$ cat config.mk
export PLATFORM = sky130hd
export DESIGN_NAME = irrigation_scheduler
export DESIGN_NICKNAME = d
export VERILOG_FILES = /design/src/rtl/irrigation_scheduler.sv
export SDC_FILE = /design/constraint.sdc
export NUM_CORES = 1
export LEC_CHECK = 0
export CORE_UTILIZATION = 35
export CTS_CLUSTER_DIAMETER = 150
export DETAILED_ROUTE_END_ITERATION = 8
export GPL_TIMING_DRIVEN = 0
export PLACE_DENSITY = 0.61
export SYNTH_ARGS = -nofsm -noshare
export SYNTH_HDL_FRONTEND = slang
export SYNTH_SLANG_ARGS = --single-unit
$ cat constraint.sdc
create_clock -name clock -period 4.4 [get_ports clock]
set_input_delay 0.44 -clock clock [delete_from_list [all_inputs] [get_ports clock]]
set_output_delay 0.44 -clock clock [all_outputs]
set_load 0.005 [all_outputs]
$ cat src/rtl/irrigation_scheduler.sv
// Water-path scheduler: filters raw level/climate sensors and sequences refill vs irrigation with dwell timers.
// Optional watchdog on actuation time: define IRRIGATION_WATCHDOG_EN.
module irrigation_scheduler #(
  parameter int FILTER_TICKS   = 2,
  parameter int MIN_ON_TICKS   = 8,
  parameter int COOLDOWN_TICKS = 4,
  parameter int MAX_ON_TICKS   = 60,
  parameter int TIMER_W        = 8
) (
  input  logic       clock,
  input  logic       reset,
  input  logic       tick,
  input  logic       low_water_level,
  input  logic       mid_water_level,
  input  logic       high_water_level,
  input  logic       earth_humidity,
  input  logic       air_humidity,
  input  logic       low_temperature,
  output logic       water_supply_valvule,
  output logic       splinker_bomb,
  output logic       dripper_valvule,
  output logic       alarm,
  output logic [2:0] state,
  output logic [2:0] cycle_count,
  output logic       watchdog_trip
);

  typedef enum logic [2:0] {
    S_IDLE     = 3'd0,
    S_REFILL   = 3'd1,
    S_IRRIGATE = 3'd2,
    S_COOLDOWN = 3'd3,
    S_FAULT    = 3'd4
  } state_t;

  localparam int NSENS = 6;
  localparam int I_LOW = 0, I_MID = 1, I_HIGH = 2, I_EARTH = 3, I_AIR = 4, I_TEMP = 5;
  localparam int FV_W = $clog2(FILTER_TICKS + 1);
  localparam logic [TIMER_W-1:0] MIN_ON_T   = TIMER_W'(MIN_ON_TICKS);
  localparam logic [TIMER_W-1:0] COOLDOWN_T = TIMER_W'(COOLDOWN_TICKS);

  if (MIN_ON_TICKS >= 2**TIMER_W || MAX_ON_TICKS >= 2**TIMER_W ||
      COOLDOWN_TICKS >= 2**TIMER_W) begin : g_bad_timer_w
    $error("irrigation_scheduler: TIMER_W too narrow for the dwell parameters");
  end

  logic [NSENS-1:0]                   w_raw, r_sync1, r_sync2, r_filt;
  logic [NSENS-1:0][FILTER_TICKS-1:0] r_hist, w_hist_nxt;
  logic [FV_W-1:0]                    r_fv_cnt;
  logic                               r_filter_valid;
  state_t                             r_state, w_state_nxt;
  logic [TIMER_W-1:0]                 r_timer;
  logic                               r_mode_drip, w_mode_drip, w_new_mode_drip;
  logic                               w_conflict, w_wd_hit, w_wd_trip_nxt;
  logic                               r_supply, r_pump, r_drip, r_alarm, r_wd_trip;
  logic [2:0]                         r_cycle;

  assign w_raw = {low_temperature, air_humidity, earth_humidity,
                  high_water_level, mid_water_level, low_water_level};

  // NOTE: sequential state always uses non-blocking (<=) so every flop samples pre-edge values.
  always_ff @(posedge clock or posedge reset) begin
    if (reset) begin
      r_sync1 <= '0;
      r_sync2 <= '0;
    end else begin
      r_sync1 <= w_raw;
      r_sync2 <= r_sync1;
    end
  end

  // Sample history per sensor; newest sample enters at bit 0.
  always_comb begin
    w_hist_nxt = r_hist;
    for (int i = 0; i < NSENS; i++) begin
      w_hist_nxt[i] = FILTER_TICKS'({r_hist[i], r_sync2[i]});
    end
  end

  always_ff @(posedge clock or posedge reset) begin
    if (reset) begin
      r_hist         <= '0;
      r_filt         <= '0;
      r_fv_cnt       <= '0;
      r_filter_valid <= 1'b0;
    end else if (tick) begin
      r_hist <= w_hist_nxt;
      for (int i = 0; i < NSENS; i++) begin
        if (&w_hist_nxt[i])       r_filt[i] <= 1'b1;
        else if (~|w_hist_nxt[i]) r_filt[i] <= 1'b0;
      end
      if (!r_filter_valid) begin
        r_fv_cnt <= r_fv_cnt + 1'b1;
        if (r_fv_cnt == FV_W'(FILTER_TICKS - 1)) r_filter_valid <= 1'b1;
      end
    end
  end

  assign w_conflict = (r_filt[I_HIGH] & ~r_filt[I_MID]) | (r_filt[I_MID] & ~r_filt[I_LOW]);

`ifdef IRRIGATION_WATCHDOG_EN
  localparam logic [TIMER_W-1:0] MAX_ON_T = TIMER_W'(MAX_ON_TICKS);
  assign w_wd_hit      = ((r_state == S_REFILL) || (r_state == S_IRRIGATE)) && (r_timer == MAX_ON_T);
  assign w_wd_trip_nxt = r_wd_trip | (w_wd_hit & ~w_conflict);
`else
  assign w_wd_hit      = 1'b0;
  assign w_wd_trip_nxt = 1'b0;
`endif

  // Sprinkler only in warm, dry air with the tank above mid; mode frozen for the whole cycle.
  assign w_new_mode_drip = ~(~r_filt[I_AIR] & ~r_filt[I_TEMP] & r_filt[I_MID]);
  assign w_mode_drip     = (r_state == S_IRRIGATE) ? r_mode_drip : w_new_mode_drip;

  // NOTE: defaulting every always_comb output first keeps the block free of inferred latches.
  always_comb begin
    w_state_nxt = r_state;
    case (r_state)
      S_IDLE: begin
        if (r_filter_valid) begin
          if (w_conflict)                            w_state_nxt = S_FAULT;
          else if (!r_filt[I_LOW] && !r_filt[I_MID]) w_state_nxt = S_REFILL;
          else if (!r_filt[I_EARTH] && r_filt[I_LOW]) w_state_nxt = S_IRRIGATE;
          else if (!r_filt[I_MID])                   w_state_nxt = S_REFILL;
        end
      end
      S_REFILL: begin
        if (w_conflict)          w_state_nxt = S_FAULT;
        else if (w_wd_hit)       w_state_nxt = S_COOLDOWN;
        else if (r_filt[I_HIGH]) w_state_nxt = S_COOLDOWN;
      end
      S_IRRIGATE: begin
        if (w_conflict)                                  w_state_nxt = S_FAULT;
        else if (!r_filt[I_LOW])                         w_state_nxt = S_COOLDOWN;
        else if (w_wd_hit)                               w_state_nxt = S_COOLDOWN;
        else if (r_filt[I_EARTH] && r_timer >= MIN_ON_T) w_state_nxt = S_COOLDOWN;
      end
      S_COOLDOWN: begin
        if (w_conflict)                 w_state_nxt = S_FAULT;
        else if (r_timer == COOLDOWN_T) w_state_nxt = S_IDLE;
      end
      S_FAULT: begin
        if (tick && !w_conflict) w_state_nxt = S_COOLDOWN;
      end
      default: w_state_nxt = S_IDLE;
    endcase
  end

  // Actuators decode the next state so they switch on the same edge as the state register.
  always_ff @(posedge clock or posedge reset) begin
    if (reset) begin
      r_state     <= S_IDLE;
      r_timer     <= '0;
      r_mode_drip <= 1'b0;
      r_supply    <= 1'b0;
      r_pump      <= 1'b0;
      r_drip      <= 1'b0;
      r_alarm     <= 1'b0;
      r_cycle     <= '0;
      r_wd_trip   <= 1'b0;
    end else begin
      r_state <= w_state_nxt;
      if (w_state_nxt != r_state)   r_timer <= '0;
      else if (tick && r_timer != '1) r_timer <= r_timer + 1'b1;
      r_mode_drip <= w_mode_drip;
      r_supply    <= (w_state_nxt == S_REFILL);
      r_pump      <= (w_state_nxt == S_IRRIGATE) && !w_mode_drip;
      r_drip      <= (w_state_nxt == S_IRRIGATE) && w_mode_drip;
      if (r_state == S_IRRIGATE && w_state_nxt == S_COOLDOWN) r_cycle <= r_cycle + 1'b1;
      r_wd_trip <= w_wd_trip_nxt;
      r_alarm   <= (w_state_nxt == S_FAULT) || (!r_filt[I_LOW] && r_filter_valid) || w_wd_trip_nxt;
    end
  end

  assign water_supply_valvule = r_supply;
  assign splinker_bomb        = r_pump;
  assign dripper_valvule      = r_drip;
  assign alarm                = r_alarm;
  assign state                = r_state;
  assign cycle_count          = r_cycle;
  assign watchdog_trip        = r_wd_trip;

endmodule
==> results of run 1 <==
-- flip-flops by register name (all words and copies together) (netlist names), 2 cells and up --
signal	cells
r_sync2	6
state	3
cycle_count	3
r_filt	6
r_fv_cnt	2
r_timer	8
r_hist	6
r_sync1	6
-- per-stage QoR --
stage | hold WS, ns | cell area, µm² | util, % | std cells
6_report | 0.351 | 2450 | 43.9 | 279
5_1_grt | 0.364 | 2450 | 43.9 | 279
4_1_cts | 0.353 | 2450 | 43.9 | 279
3_5_place_dp | 0.335 | 2340 | 42.0 | 271
3_3_place_gp | 0.331 | 2310 | 41.5 | 270
2_1_floorplan | 0.331 | 2040 | - | 180
-- Yosys cell counts, types with 2 or more instances --
cell      count  area (µm²)
a21oi_1       4        20.0
a31oi_1       2        12.5
and3_1        2        12.5
buf_4         2        15.0
clkbuf_1      2        7.51
dfrtp_1      46        1150
ha_1         10         125
inv_1         8        30.0
mux2_2        7        78.8
mux2i_1       3        30.0
nand2_1      19        71.3
nand2b_1      3        18.8
nand3_1       4        20.0
nand3b_1      9        67.6
nand4_1       2        12.5
nor2_1        6        22.5
nor3_1       11        55.1
o21ai_0      15        75.1
xnor2_1       3        26.3
xor2_1        2        17.5
-- where the power goes --
group	switching, W	internal [W]	leakage [nW]
clock	0.000131	0.000170	0.0524
combinational	0.000206	0.000191	0.452
sequential	0.0000543	0.000489	0.572
total	0.000391	0.000850	1.08
-- routing by layer --
layer  part of all wire (%)  track usage, %  vias up  routed length (µm)
met3                    4.0            2.79        9                 137
met2                     47            20.0       32                1590
met5                      0               0        -                   0
met4                    2.5            6.30        0                  85
met1                     47            15.7      671                1590
li1                       -               -      688                   -
-- cells by family after synthesis --
group | count (synthesis) | share of synthesized area (%)
AO/OA/AOI/OAI | 32 | 9.92
XOR/XNOR | 5 | 2.14
adder cells (fa/ha/maj) | 10 | 6.12
buffers and inverters | 13 | 2.76
flip-flops | 46 | 56.3
multiplexers | 10 | 5.33
other | 1 | 0.184
AND/OR/NAND/NOR | 63 | 17.2
-- cell usage in the layout, fill, tap and decap left out, types with 3 or more instances in the layout --
master,count
clkdlybuf4s50_1,18
inv_1,7
mux2_2,7
nor3_1,11
mux2i_1,3
xnor2_1,3
ha_1,10
dfrtp_1,46
clkbuf_1,4
nor2_1,6
a21oi_1,4
clkbuf_8,5
o21ai_0,15
nand3b_1,9
nand2b_1,3
nand3_1,4
nand2_1,19
-- worst min-delay path by stage --
stage / startpoint / to / slack (ns) / cells past startpoint
6_report: r_sync1[1] / r_sync2[1] / 0.35 / 0
3_3_place_gp: r_sync1[5] / r_sync2[5] / 0.33 / 0
3_5_place_dp: r_sync1[1] / r_sync2[1] / 0.33 / 0
5_1_grt: r_sync1[4] / r_sync2[4] / 0.36 / 0
2_1_floorplan: r_sync1[0] / r_sync2[0] / 0.33 / 0
4_1_cts: r_sync1[1] / r_sync2[1] / 0.35 / 0
-- layout make-up --
class,instances,area [µm²],share of cell area (%)
inverters,8,30.0,1.23
clock inverters,1,30.0,1.23
flip-flops and latches,46,1150,47.0
repair buffers,19,208,8.49
multi-input cells,121,836,34.2
well taps,72,90.1,3.68
plain buffers,5,26.3,1.07
clock buffers,7,76.3,3.12
==> results.toml, run 1 <==
[timing]
rsz0062_at_grt = "false"
skew_ns = 0.00391
setup_tns_ns = 0
fin_crit_sh_pct = 54.0
hold_violations = 0
fmax_mhz = 421
slew_viol_final = 0
period_needed_ns = 2.38
worst_pin_slew_ns = 0.568
setup_viol = 0
timing.final.ws_setup_ns = 2.02
slew_headroom_pct = 62.1

[drt]
antenna_left = 0
wire_per_inst_um = 12.2
drt-total-wl_um = 3400
drt_first_pass_iters = 4
dr.first_iter.drc_count = 83
vias_per_cell = 5.02
vias = 1400
drc_errors = 0

[worst_hold_path]
min_path_type = "register to register"

[power]
finalPower_w = 0.00124
p_leak_nw = 1.08
p_per_area_nw_per_um2 = 507
ir_drop_mv = 0.221

[setup_path]
arrival_ns = 2.58
critPathSlowestCell = "or4_4"
timing.rr.end = "r_timer[2]"
worst-path-stages = 6
cp-startpoint = "r_timer[3]"
start_kind = "register"
r2r_cells = 6
critical_path.top_delay_family = "simple AND/OR/NAND/NOR gates"
cp-end-kind = "register"
crit_chain = "or4_4 -> o21ai_2 -> a211oi_2 -> or4b_1 -> buf_4 -> nor4_4"
r2r-start = "r_timer[3]"
required_ns = 4.61
crit_buf_inv = 1
critPathMaxStageDelay_ns = 0.57
critPathMaxFanout = 8
r2r_slack_ns = 2.02
crit_type = "register to register"
cp-endpoint = "r_timer[2]"

[placement]
port_buffers = 18
routabilityCongestion = 0.799
dp_slack_ns = 2.01
hpwlAfterDp_um = 2450

[final_layout]
syn_to_final_growth_pct = 19.8
finalNetCount = 225
drive_gt1_share_pct = 10.6
num_antenna_cells = 0
fillCellCount = 536

[clock_network]
htree_num_levels = 2
ctsHoldBuffers = 0
cts_setup_buffers = 0
numClockSinks = 46
cts_tree = "built"
clk_latency_ns = 0.29
cts_buffer_depth = 2
clkTransAtPathRegs_ns = 0.08
cts_resized = 0
cts_buffers = 5
root_buffer = "clkbuf_8"

[synthesis]
avgSynthCellArea_um2 = 11.4
yosysUniqueCellTypes = 40
synthArstFlopShare_pct = 100
syn-cell-area_um2 = 2040
synth_flop_cell = "dfrtp_1"
synth_fp_nets = 199
synth-edff-count = 0
netlist_instances = 180
synth_seq_cells = 46
yosysSeqAreaShare_pct = 56.3
ys.warnings.count = 0

[global_route]
grt_pass1_wl_um = 5860
grt_overflow = 0
antenna_found_initial = 0
grt_pass1_vias = 1289
grt_max_degree = 25
grtUsageTotal_pct = 12.4

[floorplanning]
io_pins = 20
num_rows = 27
die-area_um2 = 6150
chipHeight_um = 78.4
start_util_pct = 36.7
core-area_um2 = 5570
die_w_um = 78.4

[run_status]
status = "finished clean"

[run]
drv_cap = 0
(Power assumes the default switching activity.)
==> run 2: changes to the inputs <==
Clock period 4.4 ns to 2.2 ns, I/O delays scaled along.
==> run 2 against run 1 <==
  * Utilization grew 1.2 points
  * Routed wire length grew 2.2%
  * Flip-flop and latch count is the same
  * First-iteration DRC count grew 6.0%
  * Via count grew 0.29%
  * Worst hold slack lost 0.14 ns
  * Largest cell class unchanged
==> results.toml, run 2 (synthesis gave the netlist of run 1 again) <==
[final_layout]
largest_reg_flops = 8
drive_gt1_share_pct = 17.1
final_cell_mix = "dfrtp_1, nand2_1, clkdlybuf4s50_1"
fillCellCount = 538
largest_register = "r_timer"
final_common_cell = "dfrtp_1"
num_antenna_cells = 0
finalNetCount = 229
syn_to_final_growth_pct = 23.0
postLayoutCoreUtil_pct = 45.1
fin_cells = 283

[power]
p_switching_w = 0.000847
clockPowerShare_pct = 21.6
swShare_pct = 34.1
p_int_w = 0.00164
p_leak_nw = 1.10
power_frac_comb_pct = 34.7
seq_power_share_pct = 43.8
finalPower_w = 0.00248
p_per_area_nw_per_um2 = 988
ir_drop_mv = 0.415

[timing]
fin_crit_sh_pct = 96.2
setup_viol = 0
whs_ns = 0.213
fmax_mhz = 473
period_needed_ns = 2.12
worst_pin_slew_ns = 0.522
slew_headroom_pct = 65.2
hold_violations = 0
slew_viol_final = 0
rsz0062_at_grt = "false"
skew_ns = 0.0142

[drt]
drt-total-wl_um = 3480
drc_errors = 0
wire_per_inst_um = 12.3
vias_per_cell = 4.96
vias = 1404
drt_first_pass_iters = 4
antenna_left = 0
dr.first_iter.drc_count = 88

[clock_network]
clkTransAtPathRegs_ns = 0.09
ctsHoldBuffers = 0
root_buffer = "clkbuf_8"
cts_buffers = 5
numClockSinks = 46
htree_num_levels = 2
cts_buffer_depth = 2
cts_tree = "built"
clk_latency_ns = 0.30

[setup_path]
critPathMaxStageDelay_ns = 0.56
critical_path.top_delay_family = "simple AND/OR/NAND/NOR gates"
critPathSlowestCell = "or4_4"
critPathMaxFanout = 8
cp-end-kind = "register"
crit_chain = "or4_4 -> o21ai_4 -> a211oi_4 -> or4b_1 -> buf_6 -> nor3_2"
start_kind = "register"
crit_type = "register to register"
arrival_ns = 2.34
crit_buf_inv = 1
required_ns = 2.43

[placement]
hpwlAfterDp_um = 2450
port_buffers = 18
routabilityCongestion = 0.853
place_inst = 271

[run_status]
status = "finished clean"

[floorplanning]
num_rows = 27
core-area_um2 = 5570
start_util_pct = 36.7
die-area_um2 = 6150
die_w_um = 78.4
io_pins = 20
chipHeight_um = 78.4

[global_route]
grt_overflow = 0
grtUsageTotal_pct = 13.0
grt_pass1_vias = 1304
grt_max_degree = 30
grt_pass1_wl_um = 6080
antenna_found_initial = 0

[worst_hold_path]
min_path_type = "input pin to async pin"

[run]
drv_cap = 0
run 2: changes by cell type in the layout (fill, tap and decap cells not counted), sizes merged:
cell / change
buf: +4
bufinv: -1
clkbuf: -1
clkinv: +1
clkinvlp: +1
run 2: worst reg2reg max path, stage by stage, from the launching register on:
cell,delay [ns]
dfrtp_1,0.40
or4_4,0.56
o21ai_4,0.16
a211oi_4,0.08
or4b_1,0.50
buf_6,0.17
nor3_2,0.18
run 2: final cells by class:
class	count	area, µm²	share of cell area (%)
Timing Repair Buffer	23	230	9.16
Tap cell	72	90.1	3.59
Clock inverter	2	12.5	0.498
Sequential cell	46	1150	45.9
Inverter	8	30.0	1.20
Multi-Input combinational cell	121	885	35.2
Buffer	5	30.0	1.20
Clock buffer	6	82.6	3.29
run 2: power groups by stage:
stage | clock (W) | combinational (W) | sequential, W
after floorplan | 0 | 0.000520 | 0.00109
after global placement | 0 | 0.000794 | 0.00110
after detailed placement | 0 | 0.000810 | 0.00110
after CTS | 0.000550 | 0.000825 | 0.00109
after global routing | 0.000588 | 0.000961 | 0.00111
final | 0.000535 | 0.000861 | 0.00109
run 2: layer usage:
metal	track usage, %	up-vias	wire length (µm)
met5	0	-	0
met4	5.56	0	59
met3	4.19	6	128
met2	19.4	26	1590
met1	17.4	672	1700
li1	-	700	-
run 2: final timing paths:
kind                               from        endpoint  slack (ns)  cells after the start
max                          r_timer[4]      r_timer[1]        0.08                      6
min                               reset      r_sync1[5]        0.21                      2
max reg2reg                  r_timer[4]      r_timer[1]        0.08                      6
min reg2reg                  r_sync1[3]      r_sync2[3]        0.35                      0
max in group asynchronous         reset  r_filter_valid        1.51                      3
min in group clock         air_humidity      r_sync1[4]        0.35                      1
run 2: repair_timing:
action                     4_1_cts  5_1_grt
pin swaps                        5        2
setup endpoints to repair        8        8
setup buffers                    3        1
gates resized for setup          3        7
cloned                           0        0
run 2: metrics by stage:
| stage | setup WS (ns) | TNS, ns | cell area (µm²) |
|---|---|---|---|
| after global routing | 0.00587 | 0 | 2510 |
| after CTS | -0.0165 | -0.0329 | 2470 |
| after detailed placement | -0.0801 | -0.116 | 2340 |
| after global placement | -0.0799 | -0.0976 | 2320 |
| after floorplan | 0.0241 | 0 | 2050 |
| final | 0.0843 | 0 | 2510 |
==> run 3: changes to the inputs <==
Settings changed: CORE_ASPECT_RATIO set to 0.7.
==> run 3 against run 2 <==
  * Highest routed layer unchanged
  * Design area grew 2.0%
  * Clock power rose by 40%
  * Fmax up 0.45%
  * Die area about the same
  * Global-route usage is 0.91 points higher
  * Final cell count up 0.35%
  * Worst hold slack lost 0.018 ns
  * Sequential share of layout area is 0.90 points lower
  * Via count rose by 3.5%
  * Flip-flop and latch count unchanged
  * Power is 8.3% higher
  * Setup slack gained 0.0095 ns
==> results.toml, run 3 (synthesis gave the netlist of run 1 again) <==
[global_route]
grt_max_degree = 32
grt_pass1_vias = 1329
grt_pass1_wl_um = 6480
antenna_found_initial = 0
grt_overflow = 0
grtUsageTotal_pct = 13.9

[clock_network]
cts_buffers = 5
clk_latency_ns = 0.30
cts_buffer_depth = 2
numClockSinks = 46
root_buffer = "clkbuf_8"
cts_tree = "built"
htree_num_levels = 2
clkTransAtPathRegs_ns = 0.09

[setup_path]
critical_path.top_delay_family = "simple AND/OR/NAND/NOR gates"
r2r_cells = 5
critPathMaxStageDelay_ns = 0.60
cp-end-kind = "register"
start_kind = "register"
critPathSlowestCell = "or4b_4"
arrival_ns = 2.33
r2r_slack_ns = 0.09
crit_chain = "or4_4 -> o21ai_4 -> a211oi_4 -> or4b_4 -> nor3_1"
timing.rr.end = "r_timer[5]"
crit_buf_inv = 0
r2r-start = "r_timer[4]"
critPathMaxFanout = 8
crit_type = "register to register"
required_ns = 2.42

[run_status]
status = "finished clean"

[placement]
port_buffers = 18
post_dp_cell_area_um2 = 2340
routabilityCongestion = 0.839
hpwlAfterDp_um = 2510

[drt]
drt-total-wl_um = 3740
vias_per_cell = 5.12
dr.first_iter.drc_count = 83
vias = 1453
antenna_left = 0
drc_errors = 0
drt_first_pass_iters = 4
wire_per_inst_um = 13.2

[power]
finalPower_w = 0.00269
ir_drop_mv = 0.377
p_leak_nw = 1.12
p_per_area_nw_per_um2 = 1050

[timing]
slew_viol_final = 0
fin_crit_sh_pct = 95.7
hold_violations = 0
setup_viol = 0
fmax_mhz = 475
rsz0062_at_grt = "false"
slew_headroom_pct = 64.8
worst_pin_slew_ns = 0.527
period_needed_ns = 2.11
skew_ns = 0.00605

[floorplanning]
io_pins = 20
die-area_um2 = 6150
start_util_pct = 37.7
die_w_um = 93.3
core-area_um2 = 5420
chipHeight_um = 65.9
num_rows = 22

[final_layout]
postLayoutCoreUtil_pct = 47.3
num_antenna_cells = 0
final_common_cell = "dfrtp_1"
finalNetCount = 230
largest_register = "r_timer"
largest_reg_flops = 8
syn_to_final_growth_pct = 25.4
stdcell_area_um2 = 2560
final_cell_mix = "dfrtp_1, nand2_1, clkdlybuf4s50_1"
drive_gt1_share_pct = 17.9

[run]
drv_cap = 0

[worst_hold_path]
min_path_type = "input pin to async pin"
==> run 3: through the flow <==
step | instances | TNS [ns] | hold slack [ns] | worst slack (ns)
after floorplan | 180 | 0 | 0.251 | 0.0241
after global placement | 270 | -1.44 | 0.331 | -0.104
after detailed placement | 271 | -0.387 | 0.335 | -0.106
after CTS | 282 | -0.112 | 0.202 | -0.0238
after global routing | 284 | 0 | 0.224 | 0.0292
final | 284 | 0 | 0.195 | 0.0939
==> run 3: how the worst max path moves through the flow <==
stage / startpoint / to / slack, ns / cells after the start
5_1_grt: r_timer[4] / r_timer[5] / 0.03 / 5
4_1_cts: r_timer[4] / r_timer[4] / -0.02 / 6
3_5_place_dp: r_timer[3] / r_timer[2] / -0.11 / 6
2_1_floorplan: r_timer[3] / r_timer[2] / 0.02 / 6
3_3_place_gp: r_timer[3] / r_timer[2] / -0.10 / 6
6_report: r_timer[4] / r_timer[5] / 0.09 / 5
==> run 3: cell type report <==
type / instances / area (µm²)
fill: 492 / 2860
sequential: 46 / 1150
multi-input combinational: 121 / 888
timing repair buffer: 25 / 245
tap: 72 / 90.1
clock buffer: 5 / 68.8
clock inverter: 3 / 68.8
inverter: 8 / 30.0
buffer: 4 / 18.8
==> run 3: where the power goes <==
| part | switching (W) | internal (W) | leakage, nW |
|---|---|---|---|
| clock network | 0.000293 | 0.000455 | 0.0683 |
| logic | 0.000459 | 0.000392 | 0.483 |
| registers | 0.000111 | 0.000978 | 0.571 |
==> run 3: metal layers <==
metal / track usage [%] / vias to the layer above / routed length (µm)
met5: 0 / - / 0
met4: 4.62 / 0 / 42
met3: 4.25 / 7 / 170
met2: 19.7 / 40 / 1590
met1: 20.2 / 703 / 1940
li1: - / 703 / -
==> run 3: worst register-to-register path, cell delays in order, from the launching register on <==
cell and delay (ns):
dfrtp_1 0.40, or4_4 0.56, o21ai_4 0.17, a211oi_4 0.08, or4b_4 0.60, nor3_1 0.22
==> run 3: timing repair <==
item,4_1_cts,5_1_grt
gates resized for setup,7,4
pin swaps,6,2
endpoints found under the setup margin,8,8
hold buffers,0,0
hold endpoints to repair,0,0
setup buffers,3,3
==> RTL edit 1, RTL diff (config.mk and constraints of run 3) <==
Put one more register stage on the output `alarm`, without a reset. The value now appears one clock later. The other outputs are not delayed to match.
--- a/src/rtl/irrigation_scheduler.sv
+++ b/src/rtl/irrigation_scheduler.sv
@@ -176,3 +176,5 @@
   assign dripper_valvule      = r_drip;
-  assign alarm                = r_alarm;
+  always_ff @(posedge clock) begin
+    alarm <= r_alarm;
+  end
   assign state                = r_state;
Function: changed (a bounded check fails within 4 cycles, from zero or initial values and one cycle with reset high).
==> RTL edit 1 against run 3 <==
  * The run now ends with negative setup slack left
  * Sequential cell count increased by 1
  * Final cell count increased by 0.35%
  * Via count decreased by 0.76%
  * Total power increased by 6.9%
  * Synthesized area increased by 0.98%
  * Routed wire length increased by 1.3%
  * Combinational power increased by 20%
  * Die area increased by 0.95%
  * Worst setup slack got worse by 99 ps
  * Clock skew increased by 3.3 ps
  * Cell area increased by 2.7%
  * Sequential share of layout area decreased by 0.44 points
  * Critical endpoint is now r_timer[6]
==> RTL edit 1: results (changes against run 3) <==
Parameter                              Value

Critical path
  Data arrival time of the critical path ... 2440 ps (+110 ps)
  Depth of the most critical reg-to-reg path ... 6 (+1)
  Delay contributed by the slowest stage of the critical path ... 570 ps (-30 ps)

Global route
  First-pass GRT wire length ... 6.47 mm (-0.22%)
  M1 GR Usage ... 18.7% (-1.5 points)
  Maximum number of pins on one net before global-route repair ... 44 (+38%)
  Global router's overall resource usage ... 13.9% (about the same)

Power
  Leakage power of the design ... 1.15 nW (+2.6%)
  Peak supply drop ... 0.403 mV (+7.0%)

Detailed routing
  DRT iter0 DRCs ... 54 (-35%)
  Total number of vias ... 1442 (-0.76%)
  Total routed wirelength ... 3.79 mm (+1.3%)

Yosys
  Post-synth net total ... 200 (+0.50%)
  Share of flip-flops with an asynchronous set or reset after synthesis ... 97.9% (-2.1 points)
  Seq/Total Area, Yosys ... 56.8% (+0.42 points)
  Top cells by area, synth ... sky130_fd_sc_hd__dfrtp_1, sky130_fd_sc_hd__ha_1, sky130_fd_sc_hd__mux2_2, sky130_fd_sc_hd__o21ai_0, sky130_fd_sc_hd__nand2_1

Cells and area
  Post-layout instance count excluding filler cells ... 285 (+0.35%)
  Fillers ... 501 (+1.8%)
  Fin nets ... 231 (+0.43%)
  Layout cells sized above 1 ... 17.8% (-0.084 points)

Place
  Half-perimeter wire length after placement ... 2.46 mm (-2.0%)
  Pre-CTS setup slack ... -95.8 ps (+10.6 ps)
  Placed instance count ... 272 (+0.37%)

Outcome
  Violations in the final reports ... negative setup slack
  Status ... finished, violations left

Timing
  Worst clock skew on the final layout ... 9.31 ps (+3.27 ps)
  Worst Slack Setup Final ... -4.65 ps (-98.5 ps)
  Final setup fails ... 2 (+2)
==> RTL edit 1: worst paths after layout <==
path / startpoint / endpoint / slack (ps)
max: r_timer[4] / r_timer[6] / -5
min reg2reg: r_alarm / alarm / 350
min in group clock: r_alarm / alarm / 350
max in group asynchronous: reset / state[1] / 1680
min: reset / r_sync1[5] / 90
max reg2reg: r_timer[4] / r_timer[6] / -5
==> RTL edit 1: power by group <==
part | switching, mW | internal [mW]
Combinational | 0.551 | 0.468
Clock | 0.285 | 0.454
Sequential | 0.114 | 1.00
Total | 0.951 | 1.92
==> RTL edit 1: cell families (layout without fill, tap and decap cells) <==
family / count (synthesis) / in the layout / share of synthesized area, %
AO/OA/AOI/OAI: 32 / 32 / 9.82
XOR/XNOR: 5 / 5 / 2.12
adder cells (fa/ha/maj): 10 / 10 / 6.06
buffers and inverters: 13 / 45 / 2.73
flip-flops: 47 / 47 / 56.8
multiplexers: 10 / 10 / 5.28
other: 1 / 1 / 0.182
AND/OR/NAND/NOR: 63 / 63 / 17.0
==> RTL edit 1: routing by layer <==
metal | wire, µm | vias up
met5 | 0 | -
li1 | - | 702
met3 | 168 | 8
met2 | 1630 | 30
met4 | 64 | 0
met1 | 1930 | 702
==> RTL edit 1: cell type report <==
| type | count | share of cell area, % |
|---|---|---|
| Tap cell | 72 | 3.42 |
| Clock inverter | 2 | 2.28 |
| Inverter | 8 | 1.14 |
| Multi-Input combinational cell | 121 | 35.4 |
| Timing Repair Buffer | 24 | 9.03 |
| Sequential cell | 47 | 44.5 |
| Clock buffer | 6 | 2.76 |
| Buffer | 5 | 1.47 |
==> RTL edit 1: per-stage QoR <==
stage          hold slack, ps  util [%]  setup TNS, ps
2_1_floorplan             251         -              0
3_3_place_gp              326      42.9          -1860
3_5_place_dp              329      43.3           -273
4_1_cts                  86.0      46.0          -61.4
5_1_grt                  89.2      48.3           -288
6_report                 92.8      48.3          -6.48
==> RTL edit 1: worst max-delay path: cells and delay by family (launching register included) <==
kind	cells	cell delay, ps
DFF	1	400
buffers and inverters	1	170
AOI/OAI and AO/OA	2	270
and+or+nand+nor	3	1290
==> RTL edit 1: what timing repair did <==
item,in CTS,in global routing
gates resized for setup,1,19
pin swaps,0,10
setup endpoints to repair,8,9
buffers inserted,2,3
hold buffers,0,0
==> RTL edit 2, RTL diff (config.mk and constraints of run 3) <==
Made on the original files. The parameter `MIN_ON_TICKS` goes from 8 to 6.
--- a/src/rtl/irrigation_scheduler.sv
+++ b/src/rtl/irrigation_scheduler.sv
@@ -4,3 +4,3 @@
   parameter int FILTER_TICKS   = 2,
-  parameter int MIN_ON_TICKS   = 8,
+  parameter int MIN_ON_TICKS   = 6,
   parameter int COOLDOWN_TICKS = 4,
Function: no difference found for any inputs over 10 cycles, from zero or initial values and one cycle with reset high; that may be too few to reach the edited logic, so the function may still have changed.
==> RTL edit 2 against run 3 <==
  * The run now ends with design-rule violations left
  * Routed wire length is 7.7% higher
  * Sequential cell count stayed put
  * Die area is 10% higher
  * Cell area is 4.2% higher
  * Worst setup slack better by 47 ps
  * Synthesized area is 10% higher
  * Worst hold slack better by 67 ps
  * Synthesized cell count is 7.8% higher
  * Total power is 1.4% lower
  * Combinational power is 11% higher
  * Critical path depth is 2 higher
  * Largest power group unchanged
==> RTL edit 2: results (changes against run 3) <==
Parameter                              Value

Outcome
  Status ... finished, violations left
  Violations in the final reports ... design-rule violations

Critical path
  Data arrival time of the critical path ... 2260 ps (-70 ps)
  Cell with the biggest individual delay on the critical path ... sky130_fd_sc_hd__dfrtp_1
  Worst setup path start ... r_timer[0]
  Delay contributed by the slowest stage of the critical path ... 370 ps (-230 ps)

Detailed routing
  DRC violation count after routing ... 3 (+3)
  Via density per instance ... 4.98 (-2.7%)
  First drt pass iteration count ... 6 (+2)
  DRT iter0 DRCs ... 92 (+11%)

Cells and area
  Fillers ... 578 (+17%)
  Fin nets ... 240 (+4.3%)

Yosys
  Post-synth net total ... 214 (+7.5%)
  Count of distinct cell types in the synthesized netlist ... 54 (+35%)
  Top post-synthesis cells by count ... sky130_fd_sc_hd__dfrtp_1, sky130_fd_sc_hd__nand2_1, sky130_fd_sc_hd__o21ai_0, sky130_fd_sc_hd__ha_1, sky130_fd_sc_hd__inv_1
  Top cells by area, synth ... sky130_fd_sc_hd__dfrtp_1, sky130_fd_sc_hd__ha_1, sky130_fd_sc_hd__o21ai_0, sky130_fd_sc_hd__nand2_1, sky130_fd_sc_hd__mux2_2
  Seq/Total Area, Yosys ... 51.1% (-5.3 points)

Global route
  Global router's overall resource usage ... 13.4% (-0.52 points)
  Via count of the first global-routing pass ... 1429 (+7.5%)
  Maximum number of pins on one net before global-route repair ... 25 (-22%)

Power
  Peak supply drop ... 0.396 mV (+5.1%)
  Leakage power of the design ... 1.12 nW (about the same)

Clock network
  Cts repair resizes ... 0 (-7)
  Number of buffers inserted to repair setup after CTS ... 0 (-3)

Timing
  Slew at the pin closest to its max-slew limit ... 588 ps (+60.3 ps)
  Worst clock skew on the final layout ... 9.40 ps (+3.36 ps)

Place
  Placer's final routability congestion estimate ... 0.793 (-5.6%)
## RTL edit 2: layout make-up
class,count,area [µm²],share of cell area (%)
Buffer,6,37.5,1.41
Clock buffer,6,72.6,2.72
Clock inverter,2,37.5,1.41
Inverter,10,37.5,1.41
Multi-Input combinational cell,132,1030,38.5
Sequential cell,46,1150,43.1
Tap cell,78,97.6,3.66
Timing Repair Buffer,19,208,7.78
## RTL edit 2: per-stage QoR
step           total power, mW  instance area [µm²]  hold WS (ps)  setup WS [ps]  cells
2_1_floorplan             1.72                 2250           251            367    194
3_3_place_gp              2.01                 2530           332          -50.4    290
3_5_place_dp              2.04                 2560           336           47.8    291
4_1_cts                   2.67                 2670           281            138    299
5_1_grt                   2.81                 2670           314           2.41    299
6_report                  2.65                 2670           262            140    299
## RTL edit 2: final timing paths
check                        endpoint  slack, ps  cells past startpoint
max                        r_timer[2]        140                      7
min                        r_sync1[1]        260                      2
max reg2reg                r_timer[2]        140                      7
min reg2reg                r_sync2[0]        360                      0
max in group asynchronous    state[0]       1430                      3
min in group clock         r_sync1[5]        350                      1
## RTL edit 2: routing by layer
metal	vias up	GRT usage (%)	wire length, µm
li1	739	-	-
met1	726	20.9	2200
met2	19	17.2	1630
met3	5	3.65	149
met4	0	5.05	44
met5	-	0	0
## RTL edit 2: logic make-up after synthesis
| logic type | synth area share, % |
|---|---|
| DFF | 51.1 |
| xor gates and xnor gates | 2.72 |
| and+or+nand+nor | 20.3 |
| AOI/OAI and AO/OA | 11.9 |
| buffers and inverters | 3.33 |
| adders and majority gates | 6.11 |
| muxes | 4.39 |
| other | 0.166 |
## RTL edit 2: power breakdown
part,total (mW),switching (mW),internal (mW)
Sequential,1.07,0.106,0.967
Clock,0.631,0.292,0.339
Combinational,0.945,0.525,0.420
